File: config.mk
export PLATFORM = sky130hd
export DESIGN_NAME = rr_arbiter4
export DESIGN_NICKNAME = d
export VERILOG_FILES = /design/src/rtl/arb_pkg.sv /design/src/rtl/rr_arbiter4_grant_decoder.sv /design/src/rtl/rr_arbiter4.sv
export SDC_FILE = /design/constraint.sdc
export NUM_CORES = 1
export LEC_CHECK = 0
export CORE_MARGIN = 8
export CORE_UTILIZATION = 39
export DETAILED_ROUTE_END_ITERATION = 16
export PLACE_DENSITY_LB_ADDON = 0.05
export REMOVE_ABC_BUFFERS = 1
export SYNTH_ARGS = -nofsm -noshare
export SYNTH_HDL_FRONTEND = slang
export SYNTH_SLANG_ARGS = --single-unit
File: constraint.sdc
create_clock -name clk -period 2.03 [get_ports clk]
set_clock_uncertainty 0.15 [all_clocks]
set_input_delay 0.406 -clock clk [delete_from_list [all_inputs] [get_ports clk]]
set_output_delay 0.406 -clock clk [all_outputs]
set_load 0.05 [all_outputs]
File: src/rtl/arb_pkg.sv
// Shared types and constants for the four-way round-robin arbiter.
// Latency: none (declarations only); backpressure: not applicable.
// Options: none here; ARB_TIMEOUT_EN is consumed by rr_arbiter4.
package arb_pkg;

    localparam int NUM_REQ          = 4;
    localparam int IDX_W            = 2;
    localparam int DEFAULT_MAX_HOLD = 16;

    typedef enum logic [0:0] {
        IDLE  = 1'b0,
        GRANT = 1'b1
    } arb_state_t;

    typedef struct packed {
        logic             found;
        logic [IDX_W-1:0] idx;
    } pick_t;

    // Searches ptr, ptr+1, ... (mod NUM_REQ); the nearest set bit wins.
    function automatic pick_t rr_pick(input logic [NUM_REQ-1:0] req,
                                      input logic [IDX_W-1:0]   ptr);
        pick_t            p;
        logic [IDX_W-1:0] cand;
        p = '0;
        for (int i = NUM_REQ - 1; i >= 0; i--) begin
            cand = ptr + IDX_W'(i);
            if (req[cand]) begin
                p.found = 1'b1;
                p.idx   = cand;
            end
        end
        return p;
    endfunction

endpackage

File: src/rtl/rr_arbiter4_grant_decoder.sv
// 2-to-4 decoder with enable: turns the owner index into a one-hot grant.
// Latency: combinational; backpressure: none, output follows inputs.
// Options: none.
module grant_decoder
    import arb_pkg::*;
(
    input  logic [IDX_W-1:0]   idx,
    input  logic               en,
    output logic [NUM_REQ-1:0] onehot
);

    always_comb begin
        onehot = '0;
        if (en) begin
            onehot[idx] = 1'b1;
        end
    end

endmodule

File: src/rtl/rr_arbiter4.sv
// Four-requester round-robin arbiter; owners hold req high to keep the resource.
// Latency: 1 clock req->gnt and release->handoff, zero-bubble handoff.
// Backpressure: unserved requests are not latched; ARB_TIMEOUT_EN adds a MAX_HOLD forced release.
module rr_arbiter4
    import arb_pkg::*;
#(
    parameter int MAX_HOLD = DEFAULT_MAX_HOLD
) (
    input  logic               clk,
    input  logic               rst,
    input  logic [NUM_REQ-1:0] req,
    output logic [NUM_REQ-1:0] gnt,
    output logic [IDX_W-1:0]   gnt_idx,
    output logic               gnt_valid,
    output logic               timeout
);

    arb_state_t         state_q, state_d;
    logic [IDX_W-1:0]   idx_q, idx_d;
    logic [IDX_W-1:0]   ptr_q, ptr_d;
    logic [NUM_REQ-1:0] req_masked;
    logic               holding;
    logic               force_rel;
    pick_t              pick;

`ifdef ARB_TIMEOUT_EN
    localparam int CNT_W = $clog2(MAX_HOLD + 1);

    logic [CNT_W-1:0] hold_cnt_q;
    logic [CNT_W-1:0] hold_cnt_nxt;
    logic             timeout_q;

    assign hold_cnt_nxt = hold_cnt_q + CNT_W'(1);
    // Release fires on the edge where the counter would reach MAX_HOLD,
    // so an owner keeps the grant for exactly MAX_HOLD cycles.
    assign force_rel    = (state_q == GRANT) && req[idx_q] &&
                          (hold_cnt_nxt == CNT_W'(MAX_HOLD));

    always_ff @(posedge clk or posedge rst) begin
        if (rst) begin
            hold_cnt_q <= '0;
            timeout_q  <= 1'b0;
        end else begin
            timeout_q <= force_rel;
            if (holding) begin
                hold_cnt_q <= hold_cnt_nxt;
            end else begin
                hold_cnt_q <= '0;
            end
        end
    end

    assign timeout = timeout_q;
`else
    logic unused_max_hold;

    assign unused_max_hold = ^MAX_HOLD;
    assign force_rel       = 1'b0;
    assign timeout         = 1'b0;
`endif

    assign holding = (state_q == GRANT) && req[idx_q] && !force_rel;

    // The current owner never competes in its own re-arbitration.
    always_comb begin
        req_masked = req;
        if (state_q == GRANT) begin
            req_masked[idx_q] = 1'b0;
        end
    end

    assign pick = rr_pick(req_masked, ptr_q);

    always_comb begin
        state_d = state_q;
        idx_d   = idx_q;
        ptr_d   = ptr_q;
        if (!holding) begin
            if (pick.found) begin
                state_d = GRANT;
                idx_d   = pick.idx;
                ptr_d   = pick.idx + IDX_W'(1);
            end else begin
                state_d = IDLE;
            end
        end
    end

    always_ff @(posedge clk or posedge rst) begin
        if (rst) begin
            state_q <= IDLE;
            idx_q   <= '0;
            ptr_q   <= '0;
        end else begin
            state_q <= state_d;
            idx_q   <= idx_d;
            ptr_q   <= ptr_d;
        end
    end

    assign gnt_idx   = idx_q;
    assign gnt_valid = (state_q == GRANT);

    grant_decoder u_grant_decoder (
        .idx    (idx_q),
        .en     (gnt_valid),
        .onehot (gnt)
    );

endmodule

==> flow_summary.rst, run 1 <==
.. list-table::
   :header-rows: 1

   * - Metric
     - Value
   * - Outcome
     - complete, but fails checks
   * - Violations in the final reports
     - negative setup slack
   * - Placement-stage cell area
     - 845 um^2
   * - Biggest area contributors in the synthesized netlist
     - sky130_fd_sc_hd__dfrtp_1 25%, sky130_fd_sc_hd__a21oi_1 5.9%, sky130_fd_sc_hd__mux4_1 5.1%, sky130_fd_sc_hd__nand2b_1 4.9%, sky130_fd_sc_hd__buf_4 4.4%
   * - Vias after detailed routing
     - 610
   * - Clock Latency Late Sink
     - between 0.2 and 0.3 ns
   * - Maximum number of buffers from clock root to sink
     - 2
   * - Min Clock Period, post-route
     - 2.32 ns
   * - Ys flop type
     - sky130_fd_sc_hd__dfrtp_1
   * - Final instance count without filler cells
     - 115
   * - Residual DRC count
     - 0
   * - Number of violations reported at the end of detailed-routing iteration 0
     - 12
   * - CTS tree
     - done
   * - Proportion of synthesized chip area in sequential cells
     - 0.245
   * - Final worst path period share
     - 1.15
   * - Post-synth EDFFs
     - 0
   * - Number of placed instances with taps included
     - 108
   * - Setup slack after layout
     - -0.295 ns
   * - Count of unique library cells instantiated by Yosys
     - 31
   * - Top cell type's share of synthesized area
     - 0.245
   * - Site Rows
     - 13
   * - Global-route usage over all layers
     - 0.145
   * - Vias in the first global route
     - roughly 660
   * - Internal reg-to-reg setup slack
     - -0.29 ns
   * - Fraction of synthesized area in multiplexers
     - 0.135
   * - Count of antenna diodes in the layout
     - 0
   * - Total count of max-transition violations in the final report
     - 0
   * - Total number of H-tree levels
     - 1
   * - Most frequent cells after synthesis
     - 6 x sky130_fd_sc_hd__a21oi_1, 5 x sky130_fd_sc_hd__dfrtp_1, 4 x sky130_fd_sc_hd__inv_1, 4 x sky130_fd_sc_hd__nand2_1, 4 x sky130_fd_sc_hd__nand2b_1
   * - Wire length of the first global-routing pass
     - 2950 um
   * - Xor and xnor area share after synthesis
     - 0.0343
   * - Layout net count
     - 107
   * - Overall die area
     - about 2700 um^2
   * - Count of final hold-check violations
     - 0
   * - Arithmetic-cell share of the synthesized area counting full adders, half adders and majority gates
     - 0
   * - Highest Clock Rate
     - 430 MHz
   * - Starting density of the core
     - 0.402
   * - Number of max-capacitance violations reported
     - 0
   * - Wire length per cell
     - 15.1 um
   * - Worst min-delay path category
     - in2async
   * - First-pass iteration count of the detailed router
     - 4
   * - Die outline width
     - between 50 and 60 um
   * - Worst setup EP type
     - flip-flop
   * - Area of all placed cells without fillers
     - about 970 um^2
   * - Die span in y
     - 52.2 um
   * - WP data arrival
     - 2.30 ns
   * - Count of boundary I/O pins
     - 14
   * - Number of buffers inserted by hold repair at cts
     - 0
   * - Post-Route Utilization
     - 0.763
   * - Mean cell area of the mapped netlist
     - between 8 and 9 um^2
   * - Final Setup Violations
     - 4
   * - CP max FO
     - 4
   * - Worst EP required
     - between 2 and 2.5 ns
   * - Buffer type at the clock tree root
     - sky130_fd_sc_hd__clkbuf_4
   * - Port Buf Inserts
     - 12
   * - Synth Cell Area
     - 510 um^2
   * - Post-synthesis share of cell area spent on and, or, nand and nor gates
     - 0.225
   * - Post-synthesis async set-or-reset flop share
     - 1.00
   * - Most repeated cell in the gate-level netlist after synthesis
     - sky130_fd_sc_hd__a21oi_1
   * - Cell type contributing the most total cell area after synthesis
     - sky130_fd_sc_hd__dfrtp_1
   * - Critical path launch point type
     - flip-flop
   * - Critical path class
     - reg2reg
   * - Antenna violations before repair
     - 0
   * - Clock-pin slew of the registers on the worst-case setup and hold paths
     - 0.05 ns
   * - Synthesized flop and latch total
     - 5
   * - Number of antenna-violating nets in the routed design
     - 0
   * - HPWL reported at the end of detailed placement
     - 1220 um
   * - Total grt overflow
     - 0
   * - CTS sink cnt
     - 5
   * - Average via count per standard cell
     - 5.30
   * - Crit Reg-Reg Startpoint
     - ptr_q[0]
   * - Combinational family with the most area after synthesis
     - compound AO/OA/AOI/OAI gates
   * - Number of cells produced by synthesis
     - around 60
   * - Setup repair after global routing missed its margin
     - yes
   * - Routed wire length
     - 1740 um
   * - Cts bufs inserted
     - 3
   * - Depth of the worst register-to-register path
     - 7
   * - Warnings, synthesis
     - 0
   * - Routability congestion estimate from global placement
     - between 0.8 and 0.9
   * - Core ar.
     - 1270 um^2
   * - Pin count of the biggest net entering global routing
     - 9
   * - Post-synthesis compound-gate area fraction
     - 0.279
   * - Syn-to-layout area delta
     - 89.7%
   * - Layout cells sized above 1
     - 0.490
   * - Endpoint of the lowest-slack register-to-register path
     - ptr_q[1]
-- worst max path at each step --
| stage | start | end | slack (ns) |
|---|---|---|---|
| after CTS | ptr_q[0] | ptr_q[1] | -0.29 |
| after global routing | ptr_q[0] | ptr_q[1] | -0.35 |
| after detailed placement | req[3] | ptr_q[1] | -0.57 |
| after floorplan | gnt_idx[0] | ptr_q[1] | -0.63 |
| final | ptr_q[0] | ptr_q[1] | -0.29 |
| after global placement | req[0] | ptr_q[1] | -0.59 |
-- timing repair --
item,4_1_cts,5_1_grt
endpoints found under the setup margin,4,4
hold endpoints to repair,0,0
pin swaps,2,0
buffers inserted,3,0
gates resized for setup,15,3
-- layout by cell type, fill, tap and decap left out, types with 2 or more instances in the layout --
cell	instances
sky130_fd_sc_hd__buf_4	26
sky130_fd_sc_hd__a21oi_1	5
sky130_fd_sc_hd__buf_12	5
sky130_fd_sc_hd__nand2_1	4
sky130_fd_sc_hd__inv_1	4
sky130_fd_sc_hd__dfrtp_1	4
sky130_fd_sc_hd__o21ai_0	3
sky130_fd_sc_hd__nor2_1	3
sky130_fd_sc_hd__clkbuf_4	3
sky130_fd_sc_hd__dlygate4sd2_1	3
sky130_fd_sc_hd__nand2b_4	2
sky130_fd_sc_hd__nand2b_1	2
sky130_fd_sc_hd__a22oi_1	2
sky130_fd_sc_hd__mux2i_1	2
sky130_fd_sc_hd__o21a_1	2
sky130_fd_sc_hd__a21o_1	2
sky130_fd_sc_hd__clkdlybuf4s50_1	2
sky130_fd_sc_hd__buf_6	2
-- metal layers --
layer / routed length [um] / GRT usage / up-vias
met5: 0 / 0 / -
met4: 23 / 0.0776 / 0
met3: 101 / 0.0398 / 4
met2: 989 / 0.290 / 18
met1: 627 / 0.125 / 288
li1: - / - / 300
-- per-stage QoR --
stage                     setup slack [ns]  hold slack (ns)  TNS (ns)
after floorplan                     -0.626           0.0345     -1.81
after global placement              -0.589            0.423     -2.08
final                               -0.295            0.223    -0.717
after global routing                -0.348            0.215    -0.935
after detailed placement            -0.574            0.427     -1.94
after CTS                           -0.292            0.213    -0.634
-- kinds of logic (layout without fill, tap and decap cells) --
family	after synthesis	after routing
other cells	1	1
xor+xnor	2	2
mux	4	4
simple gates	21	21
compound gates	21	21
flops	5	5
buf+inv	7	46
-- worst max-delay path, stage by stage (launching register included) --
cell and delay (ns):
sky130_fd_sc_hd__dfrtp_2 0.45, sky130_fd_sc_hd__buf_6 0.15, sky130_fd_sc_hd__xnor2_2 0.13, sky130_fd_sc_hd__a22o_1 0.23
sky130_fd_sc_hd__and2_0 0.13, sky130_fd_sc_hd__mux4_2 0.46, sky130_fd_sc_hd__or2_0 0.22, sky130_fd_sc_hd__a221o_1 0.28
-- state kept, by name, indices dropped and copies added (netlist names) --
name,count
gnt_idx,2
gnt_valid,1
ptr_q,2
-- area by class of cell --
type	instances	area [um^2]
well taps	15	18.8
clock inverters	1	5.00
repair buffers	38	364
fillers	93	300
multi-input cells	49	417
flip-flops and latches	5	126
inverters	4	15.0
clock buffers	3	22.5
Power of run 1 is left out: the tool's default activity adds up to more than one toggle a clock period on the data nets, which glitch-free logic cannot reach.
==> run 2, diff against run 1 <==
--- a/config.mk
+++ b/config.mk
@@ -10,6 +10,7 @@
 export DETAILED_ROUTE_END_ITERATION = 16
 export PLACE_DENSITY_LB_ADDON = 0.05
 export REMOVE_ABC_BUFFERS = 1
+export SLEW_MARGIN = 20
 export SYNTH_ARGS = -nofsm -noshare
 export SYNTH_HDL_FRONTEND = slang
 export SYNTH_SLANG_ARGS = --single-unit
==> results of run 2 <==
Same layout as run 1: the final DEF is identical, and so are final timing and power.
Power of run 2 is left out for the same reason.
